**src/rtl/uart_rx_fifo_if.sv**
```systemverilog
// rtl/uart_rx_fifo_if.sv - CPU-side bundle of the UART receive FIFO
// Purpose: groups the receive FIFO head, status and control strobes.
// Ports (master = receiver, slave = CPU side):
//   rx_data, rx_err_parity, rx_err_frame : head entry of the FIFO
//   rx_ready, rx_count, overflow         : FIFO status
//   rx_ack, ovf_clr                      : pop strobe, sticky overflow clear
interface uart_rx_fifo_if #(
    parameter int DATA_BITS = 8,
    parameter int AW        = 2
);
    logic [DATA_BITS-1:0] rx_data;
    logic                 rx_err_parity;
    logic                 rx_err_frame;
    logic                 rx_ready;
    logic                 rx_ack;
    logic [AW:0]          rx_count;
    logic                 overflow;
    logic                 ovf_clr;

    modport master (
        output rx_data, rx_err_parity, rx_err_frame, rx_ready, rx_count, overflow,
        input  rx_ack, ovf_clr
    );

    modport slave (
        input  rx_data, rx_err_parity, rx_err_frame, rx_ready, rx_count, overflow,
        output rx_ack, ovf_clr
    );
endinterface

```
**src/rtl/uart_rx_fifo.sv**
```systemverilog
// rtl/uart_rx_fifo.sv - UART receiver with start-bit validation and error-flagged FIFO
// Purpose: decodes async frames (DATA_BITS, PARITY, STOP_BITS) from rx and
// queues {frame_err, parity_err, data} in a power-of-two FIFO.
// Ports:
//   clk    : system clock, rising edge
//   resetn : asynchronous active-low reset
//   rx     : serial line, idle high, asynchronous to clk
//   bus    : CPU-side FIFO head/status/control (uart_rx_fifo_if.master)
module uart_rx_fifo #(
    parameter int CLK_FREQ   = 125_000_000,
    parameter int BAUD       = 115200,
    parameter int DATA_BITS  = 8,
    parameter int PARITY     = 0,
    parameter int STOP_BITS  = 1,
    parameter int FIFO_DEPTH = 4
) (
    input  logic clk,
    input  logic resetn,
    input  logic rx,
    uart_rx_fifo_if.master bus
);
    localparam int BAUD_CNT = CLK_FREQ / BAUD;
    localparam int AW       = $clog2(FIFO_DEPTH);
    localparam int W        = DATA_BITS + 2;

    localparam logic [15:0]   FULL_RELOAD = 16'(BAUD_CNT - 1);
    localparam logic [15:0]   HALF_RELOAD = 16'(BAUD_CNT / 2 - 1);
    localparam logic [3:0]    LAST_BIT    = 4'(DATA_BITS - 1);
    localparam logic          LAST_STOP   = 1'(STOP_BITS - 1);
    localparam logic          ODD         = (PARITY == 2);
    localparam logic [AW:0]   DEPTH       = (AW + 1)'(FIFO_DEPTH);

    localparam logic [2:0] S_IDLE  = 3'd0;
    localparam logic [2:0] S_START = 3'd1;
    localparam logic [2:0] S_DATA  = 3'd2;
    localparam logic [2:0] S_PAR   = 3'd3;
    localparam logic [2:0] S_STOP  = 3'd4;
    localparam logic [2:0] S_BREAK = 3'd5;

    logic                 rx_meta;
    logic                 rx_s;
    logic                 rx_d;
    logic [2:0]           state;
    logic [15:0]          cnt;
    logic [3:0]           bit_idx;
    logic                 stop_idx;
    logic [DATA_BITS-1:0] shreg;
    logic                 perr;
    logic                 ferr;

    logic                 cnt_zero;
    logic                 frame_err;
    logic                 push;
    logic [W-1:0]         push_word;

    logic [W-1:0]         storage [FIFO_DEPTH];
    logic [AW-1:0]        wr_ptr;
    logic [AW-1:0]        rd_ptr;
    logic [AW:0]          count;
    logic                 overflow;
    logic                 full;
    logic                 pop;
    logic                 wr_en;

    // Two-flop synchroniser plus one delay flop for falling-edge detection;
    // all reset high so a reset never looks like a start condition.
    always_ff @(posedge clk or negedge resetn) begin
        if (!resetn) begin
            rx_meta <= 1'b1;
            rx_s    <= 1'b1;
            rx_d    <= 1'b1;
        end else begin
            rx_meta <= rx;
            rx_s    <= rx_meta;
            rx_d    <= rx_s;
        end
    end

    assign cnt_zero  = (cnt == 16'd0);
    assign frame_err = ferr | ~rx_s;
    // The push is issued in the cycle of the last stop sample, so the word
    // carries that sample's framing result directly.
    assign push      = (state == S_STOP) && cnt_zero && (stop_idx == LAST_STOP);
    assign push_word = {frame_err, perr, shreg};

    always_ff @(posedge clk or negedge resetn) begin
        if (!resetn) begin
            state    <= S_IDLE;
            cnt      <= 16'd0;
            bit_idx  <= 4'd0;
            stop_idx <= 1'b0;
            shreg    <= '0;
            perr     <= 1'b0;
            ferr     <= 1'b0;
        end else begin
            case (state)
                S_IDLE: begin
                    if (rx_d && !rx_s) begin
                        cnt   <= HALF_RELOAD;
                        state <= S_START;
                    end
                end
                S_START: begin
                    if (cnt_zero) begin
                        // A line that is high again at mid start bit was a glitch.
                        if (rx_s) begin
                            state <= S_IDLE;
                        end else begin
                            cnt      <= FULL_RELOAD;
                            bit_idx  <= 4'd0;
                            stop_idx <= 1'b0;
                            perr     <= 1'b0;
                            ferr     <= 1'b0;
                            state    <= S_DATA;
                        end
                    end else begin
                        cnt <= cnt - 16'd1;
                    end
                end
                S_DATA: begin
                    if (cnt_zero) begin
                        // LSB arrives first; shifting right lands it at bit 0.
                        shreg <= {rx_s, shreg[DATA_BITS-1:1]};
                        cnt   <= FULL_RELOAD;
                        if (bit_idx == LAST_BIT) begin
                            state <= (PARITY != 0) ? S_PAR : S_STOP;
                        end else begin
                            bit_idx <= bit_idx + 4'd1;
                        end
                    end else begin
                        cnt <= cnt - 16'd1;
                    end
                end
                S_PAR: begin
                    if (cnt_zero) begin
                        perr  <= (((^shreg) ^ rx_s) != ODD);
                        cnt   <= FULL_RELOAD;
                        state <= S_STOP;
                    end else begin
                        cnt <= cnt - 16'd1;
                    end
                end
                S_STOP: begin
                    if (cnt_zero) begin
                        if (stop_idx == LAST_STOP) begin
                            // A low final stop bit may be a held-low line; wait
                            // for idle so it yields one entry, not a stream.
                            state <= rx_s ? S_IDLE : S_BREAK;
                        end else begin
                            ferr     <= frame_err;
                            stop_idx <= 1'b1;
                            cnt      <= FULL_RELOAD;
                        end
                    end else begin
                        cnt <= cnt - 16'd1;
                    end
                end
                S_BREAK: begin
                    if (rx_s) begin
                        state <= S_IDLE;
                    end
                end
                default: state <= S_IDLE;
            endcase
        end
    end

    assign full  = (count == DEPTH);
    assign pop   = bus.rx_ack && (count != '0);
    // When full, a same-cycle pop frees the slot being written.
    assign wr_en = push && (!full || pop);

    always_ff @(posedge clk or negedge resetn) begin
        if (!resetn) begin
            for (int i = 0; i < FIFO_DEPTH; i++) begin
                storage[i] <= '0;
            end
            wr_ptr   <= '0;
            rd_ptr   <= '0;
            count    <= '0;
            overflow <= 1'b0;
        end else begin
            if (wr_en) begin
                storage[wr_ptr] <= push_word;
                wr_ptr          <= wr_ptr + 1'b1;
            end
            if (pop) begin
                rd_ptr <= rd_ptr + 1'b1;
            end
            count <= count + {{AW{1'b0}}, wr_en} - {{AW{1'b0}}, pop};
            // A drop in the same cycle as a clear keeps the flag set.
            if (push && full && !pop) begin
                overflow <= 1'b1;
            end else if (bus.ovf_clr) begin
                overflow <= 1'b0;
            end
        end
    end

    assign bus.rx_data       = storage[rd_ptr][DATA_BITS-1:0];
    assign bus.rx_err_parity = storage[rd_ptr][DATA_BITS];
    assign bus.rx_err_frame  = storage[rd_ptr][DATA_BITS+1];
    assign bus.rx_ready      = (count != '0);
    assign bus.rx_count      = count;
    assign bus.overflow      = overflow;
endmodule

```
**src/flat_wrapper.sv**
```systemverilog
// flat-port wrapper written by rule: the top's interface ports become plain ports
module uart_rx_fifo_flat 
#(
    parameter int CLK_FREQ   = 125_000_000,
    parameter int BAUD       = 115200,
    parameter int DATA_BITS  = 8,
    parameter int PARITY     = 0,
    parameter int STOP_BITS  = 1,
    parameter int FIFO_DEPTH = 4
)
  (clk, resetn, rx, bus_rx_data, bus_rx_err_parity, bus_rx_err_frame, bus_rx_ready, bus_rx_count, bus_overflow, bus_rx_ack, bus_ovf_clr);
  uart_rx_fifo_if #(.DATA_BITS(DATA_BITS), .AW(2)) bus_i ();
  input  logic clk;
  input  logic resetn;
  input  logic rx;
  output wire logic [$bits(bus_i.rx_data)-1:0] bus_rx_data;
  output wire logic [$bits(bus_i.rx_err_parity)-1:0] bus_rx_err_parity;
  output wire logic [$bits(bus_i.rx_err_frame)-1:0] bus_rx_err_frame;
  output wire logic [$bits(bus_i.rx_ready)-1:0] bus_rx_ready;
  output wire logic [$bits(bus_i.rx_count)-1:0] bus_rx_count;
  output wire logic [$bits(bus_i.overflow)-1:0] bus_overflow;
  input wire logic [$bits(bus_i.rx_ack)-1:0] bus_rx_ack;
  input wire logic [$bits(bus_i.ovf_clr)-1:0] bus_ovf_clr;
  assign bus_rx_data = bus_i.rx_data;
  assign bus_rx_err_parity = bus_i.rx_err_parity;
  assign bus_rx_err_frame = bus_i.rx_err_frame;
  assign bus_rx_ready = bus_i.rx_ready;
  assign bus_rx_count = bus_i.rx_count;
  assign bus_overflow = bus_i.overflow;
  assign bus_i.rx_ack = bus_rx_ack;
  assign bus_i.ovf_clr = bus_ovf_clr;
  uart_rx_fifo #(.CLK_FREQ(CLK_FREQ), .BAUD(BAUD), .DATA_BITS(DATA_BITS), .PARITY(PARITY), .STOP_BITS(STOP_BITS), .FIFO_DEPTH(FIFO_DEPTH)) u_core (.clk(clk), .resetn(resetn), .rx(rx), .bus(bus_i));
endmodule
```
**config.mk**
```make
export PLATFORM = sky130hd
export DESIGN_NAME = uart_rx_fifo_flat
export DESIGN_NICKNAME = d
export VERILOG_FILES = /design/src/rtl/uart_rx_fifo_if.sv /design/src/rtl/uart_rx_fifo.sv /design/src/flat_wrapper.sv
export SDC_FILE = /design/constraint.sdc
export NUM_CORES = 1
export LEC_CHECK = 0
export CORE_ASPECT_RATIO = 0.8
export CORE_MARGIN = 5
export CORE_UTILIZATION = 45
export DETAILED_ROUTE_END_ITERATION = 10
export SYNTH_ARGS = -nofsm -noshare
export SYNTH_HDL_FRONTEND = slang
export SYNTH_SLANG_ARGS = --single-unit
```
**constraint.sdc**
```tcl
create_clock -name clk -period 2.5 [get_ports clk]
set_clock_uncertainty 0.1 [all_clocks]
set_input_delay 0.5 -clock clk [delete_from_list [all_inputs] [get_ports clk]]
set_output_delay 0.5 -clock clk [all_outputs]
set_load 0.005 [all_outputs]
```
==> reports/metrics.yaml, run 1 <==
yosysSeqAreaShare_pct: 51.8
syn_nets: 344
pwr-share-clk_pct: 31.2
gp_congestion: 0.729
grt_max_degree: 36
clock_latency_ns: 0.34
vias: 2718
drc: 0
power_leakage_uw: 0.00237
die_h_um: 95.0
syn_inst: 329
critPathMaxFanout: 5
slew_viol_final: 0
core-area_mm2: 0.00892
finalSetupTns_ns: 0
switchingPower_uw: 1260
rr_endpoint: "u_core.storage[32]"
cts_buffer_depth: 2
pwr-share-comb_pct: 29.0
fin_util_pct: 55.0
cts_buffers: 9
pin_count: 20
mostFrequentLayoutCells: "80 x dfrtp_1, 45 x mux2_2, 23 x buf_4"
power_density_mw_per_mm2: 846
synth_cell_types: 56
syn_area_mm2: 0.00406
nets: 390
drtPass1Iterations: 5
grtUsageTotal_pct: 16.7
path_class: "reg2out"
async_flop_share_pct: 100
critPathCaptureType: "output pin"
drt-initial-drc-count: 178
cts_tree: "built"
peakVddDrop_mv: 0.490
final-setup-viol-count: 0
synth.avg_cell_area_um2: 12.3
r2r-start: "u_core.cnt[1]"
status: "finished, final reports clean"
grt_pass1_wl_mm: 14.1
routed_wl_mm: 8.18
cts_hold_buf: 0
hp-class: "in2async"
synth-edff-count: 0
viasPerCell: 5.49
antenna_found_initial: 0
antenna_left: 0
worstRegToRegCells: 7
h-tree-depth: 3
root_buffer: "clkbuf_16"
clk_pin_slew_ns: 0.06
start_util_pct: 45.5
grt-ovfl-total: 0
num_antenna_cells: 0
avgRoutedWirePerCell_um: 16.5
power_switching_share_pct: 30.5
ys_warn_count: 0
p_int_uw: 2890
max_slew.worst_pin.slew_ns: 0.559
die-area_mm2: 0.0110
die_x_um: 116
ys_ff_latch: 84
crit_path_start_kind: "flip-flop"
critPathArrivalTime_ns: 1.85
port_buffers: 19
drive_gt1_share_pct: 30.5
fillers: 765
layout_min_cycle_time_ns: 2.45
cts.sinks: 84
power_frac_seq_pct: 39.9
layout_commonest_cell: "dfrtp_1"
synthFlopType: "dfrtp_1"
slew_headroom_pct: 62.6
finalCritPeriodShare_pct: 97.9
finalHoldViolations: 0
rrSetupSlack_ns: 0.15
dp.final_hpwl_mm: 5.47
fmax_ghz: 0.409
syn2layout_area_growth_pct: 20.7
row_count: 31
grt_pass1_vias: 2766
maxCapViolCount: 0
cp.required_ns: 1.90
-- Yosys cell counts, types with 2 or more instances --
cell type  instances  share of area, %
nand2_2            4              0.62
nor4b_1            2              0.43
ha_1               9               2.8
nor4_1             3              0.46
and2_1             2              0.31
or3_1              4              0.62
a211oi_1           2              0.37
nor3_1             7              0.86
dfrtp_1           81                50
a22oi_1            2              0.37
o22ai_1            3              0.46
o21ai_0           20               2.5
nand2_1           20               1.8
a21oi_1           10               1.2
nand2b_1           4              0.62
nor3b_1            2              0.37
clkbuf_1           7              0.65
xor2_1             5               1.1
a22o_1             3              0.65
mux2_2            45                12
inv_1             15               1.4
a21bo_2            2              0.49
mux2_1             2              0.55
mux4_2            10               5.5
dfstp_2            3               1.9
xnor2_1           12               2.6
or2_2              2              0.31
nor2_1            13               1.2
nand3b_1           2              0.37
nand3_1            7              0.86
-- what timing repair did --
item	in CTS	in global routing
resized for setup	2	7
setup buffers	1	2
endpoints found under the setup margin	20	9
gates cloned	0	1
-- metrics by stage --
stage	instances	instance area, um^2	hold WS (ns)	total power (uW)	setup slack [ns]
5_1_grt	495	4900	0.0682	4400	-0.00792
4_1_cts	492	4850	0.0396	4120	0.00245
6_report	495	4900	0.0207	4150	0.0537
2_1_floorplan	329	4060	0.104	2330	0.0416
3_5_place_dp	475	4550	0.249	2790	-0.0150
3_3_place_gp	475	4550	0.247	2770	0.0171
-- power by group through the flow --
stage	logic, uW	registers (uW)	clock network [uW]
after floorplan	674	1660	0
after detailed placement	1120	1670	0
after global routing	1340	1680	1390
after global placement	1100	1670	0
final	1200	1650	1290
after CTS	1140	1650	1330
-- sequential cells by signal (all words and copies together), names as in the netlist --
register,count
u_core.rx_meta,1
u_core.rd_ptr,2
u_core.bus.rx_count,3
u_core.perr,1
u_core.bus.overflow,1
u_core.bit_idx,4
u_core.ferr,1
u_core.wr_ptr,2
u_core.rx_s,1
u_core.storage,40
u_core.cnt,16
u_core.state,3
u_core.rx_d,1
u_core.shreg,8
-- how the worst max path moves through the flow --
stage	endpoint	start	slack [ns]	cells after the start
6_report	bus_rx_data[5]	u_core.rd_ptr[0]	0.05	3
5_1_grt	bus_rx_err_frame	u_core.rd_ptr[0]	-0.008	3
4_1_cts	bus_rx_data[7]	u_core.rd_ptr[0]	0.002	3
3_5_place_dp	u_core.storage[32]	u_core.cnt[1]	-0.02	7
3_3_place_gp	u_core.bus.rx_count[2]	bus_rx_ack	0.02	7
2_1_floorplan	u_core.bus.rx_count[1]	u_core.cnt[0]	0.04	7
-- per-layer routing --
layer / global-route usage, % / routed length, um / vias to the layer above
li1: - / - / 1280
met5: 0 / 0 / -
met1: 24.0 / 4150 / 1383
met4: 5.02 / 98 / 0
met3: 5.77 / 389 / 9
met2: 23.8 / 3550 / 46
-- cell type report --
class | count | area, um^2 | area share [%]
inverters | 15 | 56.3 | 1.15
multi-input cells | 220 | 1860 | 37.9
clock buffers | 11 | 233 | 4.75
flip-flops and latches | 84 | 2110 | 43.0
repair buffers | 45 | 452 | 9.21
well taps | 115 | 144 | 2.93
clock inverters | 5 | 52.6 | 1.07
-- worst max-delay path: stages (launching register included) --
cell	delay, ns
dfrtp_2	0.40
clkbuf_16	0.16
mux4_2	0.49
clkdlybuf4s50_1	0.46
-- cell families (layout without fill, tap and decap cells) --
family	after synthesis	after routing	synth area share (%)
compound gates	55	55	8.75
flops	84	84	51.8
xor+xnor	17	17	3.67
fa+ha+maj	10	10	3.27
mux	58	58	18.8
simple gates	80	80	11.1
buf+inv	25	76	2.53
No activity file was read; power rests on OpenSTA's default activity.
==> inputs of run 2 (changes only) <==
CORE_UTILIZATION = 25   (was 45)
==> run 2 against run 1 <==
Effect of this change: via count is 2.3% lower; core utilization fell by 24 points; register-to-register slack improved by 0.03 ns; sequential share of layout area decreased by 0.27 points; power down 5.0%; cell area rose by 0.56%; routed wire length fell by 2.3%; clock power shrank 9%; fmax grew 0.69%; count of clock-buffer cells in the layout stayed put; critical endpoint is now bus_rx_data[6]; highest routed layer unchanged.
==> reports/metrics.yaml, run 2 (same netlist as run 1, synthesis figures left out) <==
h-tree-depth: 3
cts_hold_buf: 0
rrSetupSlack_ns: 0.18
rr_endpoint: "u_core.storage[12]"
fmax_ghz: 0.412
row_count: 41
rsz0062_at_grt: "no"
finalCritPeriodShare_pct: 97.2
cts_buffer_depth: 2
die_x_um: 153
finalSetupTns_ns: 0
status: "finished, final reports clean"
cp.required_ns: 1.90
peakVddDrop_mv: 0.288
clock_latency_ns: 0.33
drive_gt1_share_pct: 29.0
viasPerCell: 4.52
placed_area_mm2: 0.00464
final-setup-viol-count: 0
slew_viol_final: 0
cts.sinks: 84
hp-class: "in2async"
critPathCaptureType: "output pin"
maxCapViolCount: 0
avgRoutedWirePerCell_um: 13.6
mostFrequentLayoutCells: "81 x dfrtp_1, 45 x mux2_2, 20 x nand2_1, 20 x o21ai_0, 18 x buf_4"
fin_ws_ns: 0.0703
finalHoldViolations: 0
drt-initial-drc-count: 165
grt_max_degree: 39
syn2layout_area_growth_pct: 21.4
pre_cts_ws_ns: 0.00531
path_class: "reg2out"
pin_count: 20
die-area_mm2: 0.0189
drc: 0
largest_reg_flops: 40
top_register: "u_core.storage"
fin_area_mm2: 0.00493
drtPass1Iterations: 5
crit_path_start_kind: "flip-flop"
layout_min_cycle_time_ns: 2.43
nets: 384
gp_congestion: 0.833
worstRegToRegCells: 8
grt-ovfl-total: 0
cts_buffers: 9
critPathArrivalTime_ns: 1.83
grt_pass1_vias: 2666
slew_headroom_pct: 64.2
antenna_found_initial: 0
power_density_mw_per_mm2: 799
cts_tree: "built"
start_util_pct: 25.6
port_buffers: 19
power_leakage_uw: 0.00227
max_slew.worst_pin.slew_ns: 0.534
dp.final_hpwl_mm: 5.59
num_antenna_cells: 0
layout_commonest_cell: "dfrtp_1"
r2r-start: "u_core.cnt[1]"
antenna_left: 0
critPathMaxFanout: 10
clk_pin_slew_ns: 0.06
core-area_mm2: 0.0159
top_regs: "u_core.storage x40, u_core.cnt x16, u_core.shreg x8"
routed_wl_mm: 7.99
root_buffer: "clkbuf_16"
die_h_um: 124
grtUsageTotal_pct: 8.86
vias: 2655
grt_pass1_wl_mm: 13.5
run 2: cell types whose count changed in the layout (fill, tap and decap cells not counted):
cell / previous run / this run
clkbuf_16: 10 / 9
dlygate4sd2_1: 1 / 2
clkinv_4: 0 / 2
clkinvlp_4: 1 / 0
dfrtp_2: 1 / 0
clkdlybuf4s50_1: 11 / 13
clkinv_2: 3 / 2
buf_4: 23 / 18
bufinv_16: 1 / 0
dfrtp_1: 80 / 81
dlymetal6s2s_1: 6 / 3
run 2: repair_timing:
| item | 4_1_cts | 5_1_grt |
|---|---|---|
| endpoints found under the setup margin | 4 | 53 |
| buffers inserted | 1 | 1 |
| resized for setup | 2 | 4 |
| pin swaps | 0 | 0 |
run 2: how the worst max path moves through the flow:
stage	start	to	cells past startpoint
after floorplan	u_core.cnt[0]	u_core.bus.rx_count[1]	7
after global routing	u_core.rd_ptr[0]	bus_rx_data[3]	3
after detailed placement	bus_rx_ack	u_core.storage[5]	7
final	u_core.rd_ptr[0]	bus_rx_data[6]	4
after global placement	bus_rx_ack	u_core.storage[6]	7
after CTS	u_core.rd_ptr[0]	bus_rx_err_parity	3
run 2: critical path, cell delays in order, from the launching register on:
cell	delay [ns]
dfrtp_1	0.37
buf_12	0.16
buf_4	0.14
mux4_2	0.53
dlygate4sd2_1	0.29
run 2: cell type report:
| class | count | area (um^2) |
|---|---|---|
| fill | 1580 | 10900 |
| tap | 215 | 269 |
| sequential | 84 | 2110 |
| multi-input combinational | 220 | 1860 |
| clock buffer | 11 | 233 |
| clock inverter | 4 | 27.5 |
| timing repair buffer | 39 | 380 |
| inverter | 15 | 56.3 |
run 2: metrics by stage:
stage	total power [uW]	cells	util, %	hold WS [ns]
final	3940	588	31.1	0.0360
after global placement	2730	571	29.3	0.245
after global routing	4180	588	31.1	0.0786
after detailed placement	2760	571	29.3	0.249
after CTS	3980	587	31.0	0.0512
after floorplan	2330	329	-	0.104
run 2: metal layers:
metal / routed length, um / GRT usage [%] / share of wire, % / vias to the layer above
li1: - / - / - / 1265
met1: 4050 / 12.1 / 51 / 1343
met2: 3560 / 13.5 / 45 / 37
met3: 234 / 2.15 / 2.9 / 10
met4: 141 / 4.01 / 1.8 / 0
met5: 0 / 0 / 0 / -
run 2: where the power goes:
part           switching (uW)  internal, uW
Sequential                172          1510
Combinational             543           537
Clock                     516           668
Total                    1230          2710
